$ cat config.mk
export PLATFORM = sky130hd
export DESIGN_NAME = mux_chan_ctrl
export DESIGN_NICKNAME = d
export VERILOG_FILES = /design/src/rtl/mux_pkg.sv /design/src/rtl/chan_hold.sv /design/src/rtl/mux_chan_ctrl.sv
export SDC_FILE = /design/constraint.sdc
export NUM_CORES = 1
export LEC_CHECK = 0
export BUFFER_PORTS_ARGS = -buffer_cell sky130_fd_sc_hd__clkbuf_2
export CORE_MARGIN = 2
export CORE_UTILIZATION = 45
export CTS_CLUSTER_DIAMETER = 30
export DETAILED_ROUTE_END_ITERATION = 6
export PLACE_DENSITY_LB_ADDON = 0.2
export SYNTH_ARGS = -nofsm -noshare
export SYNTH_HDL_FRONTEND = slang
export SYNTH_SLANG_ARGS = --single-unit
$ cat constraint.sdc
create_clock -name clk_i -period 2.28 [get_ports clk_i]
set_input_delay 0.57 -clock clk_i [delete_from_list [all_inputs] [get_ports clk_i]]
set_output_delay 0.57 -clock clk_i [all_outputs]
set_load 0.02 [all_outputs]
$ cat src/rtl/mux_pkg.sv
// Shared definitions for the 2:1 vector mux upstream controller.
package mux_pkg;

  localparam int unsigned MUX_W = 8;

  typedef enum logic [1:0] {
    IDLE    = 2'd0,
    SERVE_A = 2'd1,
    SERVE_B = 2'd2
  } state_e;

  localparam logic SEL_A = 1'b0;
  localparam logic SEL_B = 1'b1;

endpackage

$ cat src/rtl/chan_hold.sv
// One-entry valid/ready holding register; a drain in the same cycle frees the slot for a refill.
module chan_hold #(
  parameter int unsigned WIDTH = 8
) (
  input  logic             clk_i,
  input  logic             rst_i,
  input  logic [WIDTH-1:0] data_i,
  input  logic             valid_i,
  input  logic             drain_i,
  output logic             ready_o,
  output logic             full_o,
  output logic             full_nxt_o,
  output logic [WIDTH-1:0] data_o
);

  logic             full_q, full_d;
  logic [WIDTH-1:0] data_q, data_d;
  logic             load;

  assign ready_o = !rst_i && (!full_q || drain_i);
  assign load    = valid_i && ready_o;

  always_comb begin
    full_d = full_q;
    data_d = data_q;
    if (load) begin
      full_d = 1'b1;
      data_d = data_i;
    end else if (drain_i) begin
      full_d = 1'b0;
    end
  end

  always_ff @(posedge clk_i) begin
    if (rst_i) begin
      full_q <= 1'b0;
      data_q <= '0;
    end else begin
      full_q <= full_d;
      data_q <= data_d;
    end
  end

  assign full_o     = full_q;
  assign full_nxt_o = full_d;
  assign data_o     = data_q;

endmodule

$ cat src/rtl/mux_chan_ctrl.sv
// Two-channel buffer and burst-bounded arbiter driving the 2:1 vector mux and qualifying its output.
module mux_chan_ctrl
  import mux_pkg::*;
#(
  parameter int unsigned WIDTH = MUX_W,
  parameter int unsigned BURST = 4
) (
  input  logic             clk_i,
  input  logic             rst_i,
  input  logic [WIDTH-1:0] a_data_i,
  input  logic             a_valid_i,
  output logic             a_ready_o,
  input  logic [WIDTH-1:0] b_data_i,
  input  logic             b_valid_i,
  output logic             b_ready_o,
  output logic [WIDTH-1:0] a_vec_o,
  output logic [WIDTH-1:0] b_vec_o,
  output logic             sel_o,
  output logic             out_valid_o,
  input  logic             out_ready_i,
  output logic [WIDTH-1:0] outvec_o
);

  localparam int unsigned      CNT_W    = $clog2(BURST) + 1;
  localparam logic [CNT_W-1:0] CNT_LAST = CNT_W'(BURST - 1);

  state_e           state_q, state_d;
  logic [CNT_W-1:0] cnt_q, cnt_d;
  logic             last_b_q, last_b_d;
  logic             sel_q, sel_d;
  logic             a_full, b_full, a_nxt, b_nxt;
  logic             xfer, drain_a, drain_b;

  assign out_valid_o = ((state_q == SERVE_A) && a_full) || ((state_q == SERVE_B) && b_full);
  assign xfer        = out_valid_o && out_ready_i;
  assign drain_a     = xfer && (state_q == SERVE_A);
  assign drain_b     = xfer && (state_q == SERVE_B);

  chan_hold #(.WIDTH(WIDTH)) u_hold_a (
    .clk_i(clk_i), .rst_i(rst_i), .data_i(a_data_i), .valid_i(a_valid_i), .drain_i(drain_a),
    .ready_o(a_ready_o), .full_o(a_full), .full_nxt_o(a_nxt), .data_o(a_vec_o)
  );

  chan_hold #(.WIDTH(WIDTH)) u_hold_b (
    .clk_i(clk_i), .rst_i(rst_i), .data_i(b_data_i), .valid_i(b_valid_i), .drain_i(drain_b),
    .ready_o(b_ready_o), .full_o(b_full), .full_nxt_o(b_nxt), .data_o(b_vec_o)
  );

  // Decisions look at post-load occupancy so an accepted word is served on the very next cycle.
  always_comb begin
    state_d  = state_q;
    cnt_d    = cnt_q;
    last_b_d = last_b_q;
    case (state_q)
      IDLE: begin
        cnt_d = '0;
        if (a_nxt && b_nxt) state_d = last_b_q ? SERVE_A : SERVE_B;
        else if (a_nxt)     state_d = SERVE_A;
        else if (b_nxt)     state_d = SERVE_B;
      end
      SERVE_A: begin
        if (xfer) begin
          last_b_d = 1'b0;
          cnt_d    = (cnt_q == CNT_LAST) ? cnt_q : cnt_q + CNT_W'(1);
          if (b_nxt && ((cnt_q == CNT_LAST) || !a_nxt)) begin
            state_d = SERVE_B;
            cnt_d   = '0;
          end
        end else if (!a_full) begin
          if (b_nxt) begin
            state_d = SERVE_B;
            cnt_d   = '0;
          end else if (!a_nxt) begin
            state_d = IDLE;
            cnt_d   = '0;
          end
        end
      end
      SERVE_B: begin
        if (xfer) begin
          last_b_d = 1'b1;
          cnt_d    = (cnt_q == CNT_LAST) ? cnt_q : cnt_q + CNT_W'(1);
          if (a_nxt && ((cnt_q == CNT_LAST) || !b_nxt)) begin
            state_d = SERVE_A;
            cnt_d   = '0;
          end
        end else if (!b_full) begin
          if (a_nxt) begin
            state_d = SERVE_A;
            cnt_d   = '0;
          end else if (!b_nxt) begin
            state_d = IDLE;
            cnt_d   = '0;
          end
        end
      end
      default: begin
        state_d = IDLE;
        cnt_d   = '0;
      end
    endcase
    sel_d = (state_d == SERVE_B) ? SEL_B : SEL_A;
  end

  always_ff @(posedge clk_i) begin
    if (rst_i) begin
      state_q  <= IDLE;
      cnt_q    <= '0;
      last_b_q <= 1'b1;
      sel_q    <= SEL_A;
    end else begin
      state_q  <= state_d;
      cnt_q    <= cnt_d;
      last_b_q <= last_b_d;
      sel_q    <= sel_d;
    end
  end

  assign sel_o    = sel_q;
  assign outvec_o = sel_q ? b_vec_o : a_vec_o;

endmodule
* Word-level counts from Yosys, hierarchy flattened
Cells that the tools add are included.
Word-level totals: register bits after elaboration 25, output and inout bits 28
Cells by class: $add $sub $neg 1, equal/unequal tests 10, muxes and demuxes 36, reduce and logical (&&, ||, !) cells 26
Operators by type and width (count):
- $mux 3 | 11
- $mux 2 | 14
- $logic_and 1x1->1 | 12
- $mux 8 | 1
- $ne 4x4->1 const B | 2
- $mux 1 | 7
- $ne 3x3->1 const B | 2
- $pmux 2 s3 | 1
- $pmux 3 s2 | 1
- $logic_not 1->1 | 5
- $logic_or 1x1->1 | 5
- $eq 2x2->1 const B | 2
- $ne 2x2->1 const B | 2
- $reduce_and 4->1 | 1
- $add 3x1->3 const B | 1
- $eq 3x2->1 const B | 1
- $reduce_and 3->1 | 1
- $eq 2x1->1 const B | 1
- $logic_not 2->1 | 1
- $pmux 1 s2 | 1
- $reduce_bool 2->1 | 1

* Longest topological paths before layout
depth in word-level cells 17, depth in mapped cells 10, gate-level depth less buffers 8

* By module
A second synthesis with hierarchy kept.
Second synthesis, totals: cells, all modules 169, area, all modules 1451.4 um2
Modules (own cells, without submodules):
- chan_hold | instances 2, cells an instance 42, area an instance 367.9 um2, seq. area each 180.2 um2
- mux_chan_ctrl | instances 1, cells an instance 85, area an instance 715.7 um2, seq. area each 140.1 um2

* Worst setup path after synthesis
No wires, ideal clock.
path type register to register, start point reg state_q[0], end point reg sel_q, in the netlist sel_o, library setup time 0.087 ns, data arrival time 2.092 ns, data required time 2.193 ns, slack 0.100 ns, cell stages (with the launch flop) 9, clock period less this slack 2.180 ns, path through dfxtp_1 -> inv_1 -> ha_1 -> buf_2 -> a21bo_4 -> a2111o_1 -> a41o_1 -> a221oi_2 -> nor4b_2
Between the ends: cells in the longest elaborated chain, start to end 17, elaborated cells on any way between the ends 42, those cells by class 3 x eq/ne; 19 x mux; 20 x reduce/logical
Ends and longest elaborated chain:
- start, declared | RTL line mux_chan_ctrl.sv:27 | state_e state_q, state_d;
- start signal, assigned | RTL line mux_chan_ctrl.sv:112 | state_q <= state_d;
- $eq 2x1->1 or $eq 2x2->1 (tied branches)
- $logic_and 1x1->1 | RTL line mux_chan_ctrl.sv:34 | assign out_valid_o = ((state_q == SERVE_A) && a_full) || ((state_q == SERVE_B) && b_full);
- $logic_or 1x1->1 | RTL line mux_chan_ctrl.sv:34
- $logic_and 1x1->1 | RTL line mux_chan_ctrl.sv:35 | assign xfer = out_valid_o && out_ready_i;
- $logic_and 1x1->1, on equally long branches | RTL line mux_chan_ctrl.sv:37, mux_chan_ctrl.sv:36
- $logic_or 1x1->1 | RTL line chan_hold.sv:20 | assign ready_o = !rst_i && (!full_q || drain_i);
- $logic_and 1x1->1 | RTL line chan_hold.sv:20
- $logic_and 1x1->1 | RTL line chan_hold.sv:21 | assign load = valid_i && ready_o;
- $mux 1 | RTL line chan_hold.sv:26 | if (load) begin
- $logic_not 1->1
- $logic_or 1x1->1, on equally long branches | RTL line mux_chan_ctrl.sv:83, mux_chan_ctrl.sv:65
- $logic_and 1x1->1, on equally long branches | RTL line mux_chan_ctrl.sv:83, mux_chan_ctrl.sv:65
- $mux 2, on equally long branches | RTL line mux_chan_ctrl.sv:83, mux_chan_ctrl.sv:65
- $mux 2, on equally long branches | RTL line mux_chan_ctrl.sv:80, mux_chan_ctrl.sv:62
- $pmux 2 s3 * | RTL line mux_chan_ctrl.sv:54 | case (state_q)
- $eq 2x2->1 * | RTL line mux_chan_ctrl.sv:102 | sel_d = (state_d == SERVE_B) ? SEL_B : SEL_A;
- $mux 1 * | RTL line mux_chan_ctrl.sv:102
- end signal, assigned | RTL line mux_chan_ctrl.sv:115 | sel_q <= sel_d;
- end, declared | RTL line mux_chan_ctrl.sv:30 | logic sel_q, sel_d;
Mark *: on every way between the ends. The rest lies on a longest branch, timed or not. A chain may end at the register's enable or synchronous reset.

* Worst setup path after layout
Same ends and word-level chain as after synthesis.

==> results.py <==
metrics = {
    "routing": {
        "detail_route.vias_per_cell": 5.456,
        "dr_iter_0_viols": 69,
        "avg_wl_per_cell_um": 13.93,
        "detailroute.via_count": 1473,
        "wl_mm": 3.760,
        "route.detailed.drc": 0,
        "drt_first_pass_iters": 4,
        "antenna_left": 0,
    },
    "yosys": {
        "yosys_most_used_dff": "dfxtp_1",
        "synth_top_area_cell": "dfxtp_1",
        "synthTopCellsByArea": "dfxtp_1, nand2b_1, o21ai_0, mux2_2, nand2_1",
        "post_synth.cell_area_avg_um2": 8.315,
        "post-synth-top-count-cell": "dfxtp_1",
        "postSynthNetCount": 201,
        "synth.ff_latch_count": 25,
        "post_synth_most_frequent_cells": "dfxtp_1, o21ai_0, nand2b_1",
        "number_of_flops_mapped_to_enable_cells_by_yosys": 0,
        "asyncSetResetFlopFracSynth_pct": 0,
        "share_of_the_synthesized_area_in_the_top_cell_type_pct": 34.39,
        "synth_cell_types": 45,
        "postSynthCellCount": 175,
        "synth.yosys.seq_area_share_pct": 34.39,
        "yosysWarnings": 0,
        "syn_area_um2": 1455,
    },
    "timing": {
        "finalClockSkew_ns": 0.01626,
        "report.final.slew_viol_count": 0,
        "finalWorstPathRequiredPeriod_ns": 2.203,
        "max_slew.worst_pin.slew_ns": 0.8704,
        "setup_repair_after_global_routing_missed_its_margin": "no",
        "slew-limit-headroom_pct": 41.76,
        "hold_ws_ns": 0.4253,
        "top_achievable_clock_speed_mhz": 453.9,
        "finalSetupViolCount": 0,
        "hold_violations": 0,
        "fin_crit_sh_pct": 96.63,
    },
    "setup_path": {
        "cp.buffers_inverters": 1,
        "cp_slowest_cell": "dfxtp_2",
        "critical-path-top-delay-family": "compound AO/OA/AOI/OAI gates",
        "critical_path.startpoint_type": "flop",
        "critPathKind": "flop to flop",
        "worstPathMaxFanout": 5,
        "critical_path_arrival_ns": 2.44,
        "crit_path_max_incr_delay_ns": 0.39,
        "cp.required_ns": 2.51,
        "critical_path_cell_sequence": "inv_1, ha_2, a21bo_4, a2111o_1, a41o_1, a221oi_2, nor4b_2",
        "timing.critical_path.to_type": "flop",
    },
    "global_route": {
        "grt_util_all_layers_pct": 19.96,
        "antenna_found_initial": 0,
        "grt_first_pass_wirelength_mm": 5.651,
        "first_global_vias": 1291,
        "overflow_left_after_global_routing": 0,
        "grt_max_degree": 17,
    },
    "run": {
        "max-cap-violations": 0,
    },
    "finish": {
        "flow.area_growth_from_synthesis_pct": 25.11,
        "antenna-diode-count": 0,
        "multiInputGateArea_um2": 885.9,
        "fin_nets": 253,
        "post-route-util_pct": 59.63,
        "final_layout_size_suffix_gt1_share_pct": 38.05,
        "ff_latch_area_um2": 503.0,
        "n_fill_cell": 298,
    },
    "power_and_ir_drop": {
        "final_total_power_w": 0.001190,
        "power_density_over_cell_area_nw_per_um2": 653.4,
        "power_leakage_nw": 0.8173,
        "power.ir.vdd_worst_mv": 0.2828,
    },
    "floorplanning": {
        "core_area_um2": 3053,
        "die_area_um2": 3705,
        "placement_rows": 20,
        "initial_cell_density_of_the_core_pct": 47.66,
        "die_width_um": 60.87,
        "design.portCount": 49,
        "dieHeight_um": 60.87,
    },
    "place": {
        "io_buffer_count": 48,
        "gpl.final_weighted_congestion": 1.043,
        "dp_hpwl_mm": 2.936,
    },
    "clock_tree": {
        "cts_post_setup_buffers_inserted": 0,
        "clk_latency_ns": 0.32,
        "hold_buffers": 0,
        "clockBufferDepth": 2,
        "cts.sinks": 25,
        "clk_root_buffer_cell": "clkbuf_4",
        "cts.clk_slew.worst_paths_ns": 0.15,
        "cts_htree_levels": 1,
        "cts-buffers-inserted": 3,
        "clock_tree_from_tritoncts": "yes",
    },
    "run_status": {
        "run_status": "completed",
    },
    "min_path": {
        "worstHoldPathType": "input port to flop",
    },
}
==> path summary, 6_finish.rpt <==
| check | start | to | slack, ns | cells past startpoint |
|---|---|---|---|---|
| worst max-delay path | state_q[0] | sel_o | 0.08 | 7 |
| worst min-delay path | b_data_i[2] | u_hold_b.data_o[2] | 0.43 | 3 |
| worst max register to register | state_q[0] | sel_o | 0.08 | 7 |
| worst min register to register | cnt_q[2] | cnt_q[2] | 0.47 | 2 |
==> through the flow <==
step | std cells | setup TNS [ns] | area, um2 | worst slack (ns)
2_1_floorplan | 175 | 0 | 1455 | 0.1003
3_3_place_gp | 266 | -0.003307 | 1773 | -0.003307
6_report | 270 | 0 | 1821 | 0.07684
4_1_cts | 270 | 0 | 1810 | 0.005394
3_5_place_dp | 266 | -0.001534 | 1773 | -0.001534
5_1_grt | 270 | 0 | 1821 | 0.01628
==> metal layers <==
layer,part of all wire [%],up-vias,global-route usage (%),routed length [um]
li1,-,719,-,-
met1,42,677,23.80,1576
met2,49,73,35.48,1858
met3,7.0,4,2.345,265
met4,1.6,0,9.317,61
met5,0,-,0,0
==> cell type report <==
type                    count  area share, %
multi-input cells         131          48.66
flip-flops and latches     25          27.63
repair buffers             58          17.32
well taps                  44          3.024
inverters                   8          1.649
clock buffers               3          1.237
clock inverters             1         0.4811
==> what timing repair did <==
| item | in CTS | in global routing |
|---|---|---|
| pin swaps | 0 | 1 |
| resized for setup | 3 | 5 |
| setup endpoints to repair | 2 | 9 |
==> logic make-up (layout without fill, tap and decap cells) <==
kind of cell / count (synthesis) / after routing / synth area share, %
buf+inv: 19 / 70 / 5.675
fa+ha+maj: 5 / 5 / 4.299
flops: 25 / 25 / 34.39
mux: 8 / 8 / 6.191
compound gates: 56 / 56 / 27.17
simple gates: 62 / 62 / 22.27
==> tightest hold or removal path: stages <==
cell and delay, ns:
clkbuf_2 0.07, nand2_1 0.03, o21ai_0 0.05
==> state kept, by name, indices dropped and copies added (netlist names) <==
register         count
cnt_q                3
sel_o                1
u_hold_a.full_o      1
u_hold_b.data_o      8
u_hold_a.data_o      8
state_q              2
last_b_q             1
u_hold_b.full_o      1
==> cell usage in the layout, fill, tap and decap left out, types with 2 or more instances in the layout <==
master / instances
ha_1: 3
o22ai_1: 2
or2_2: 2
nor2b_1: 3
a21oi_1: 6
clkbuf_2: 48
dfxtp_1: 23
mux2_2: 8
clkbuf_4: 3
nand2_1: 18
inv_1: 8
ha_2: 2
nor2_1: 9
o21ai_0: 23
nor3_1: 3
buf_4: 10
nand3_1: 2
dfxtp_2: 2
nand2b_1: 19
o21a_1: 3
==> report_power, final <==
part | switching [W] | internal (W) | total (W)
clock | 0.000137 | 0.0000712 | 0.000208
combinational | 0.000251 | 0.000200 | 0.000451
sequential | 0.0000492 | 0.000481 | 0.000530
total | 0.000437 | 0.000752 | 0.00119
No activity file was read; power rests on OpenSTA's default activity.
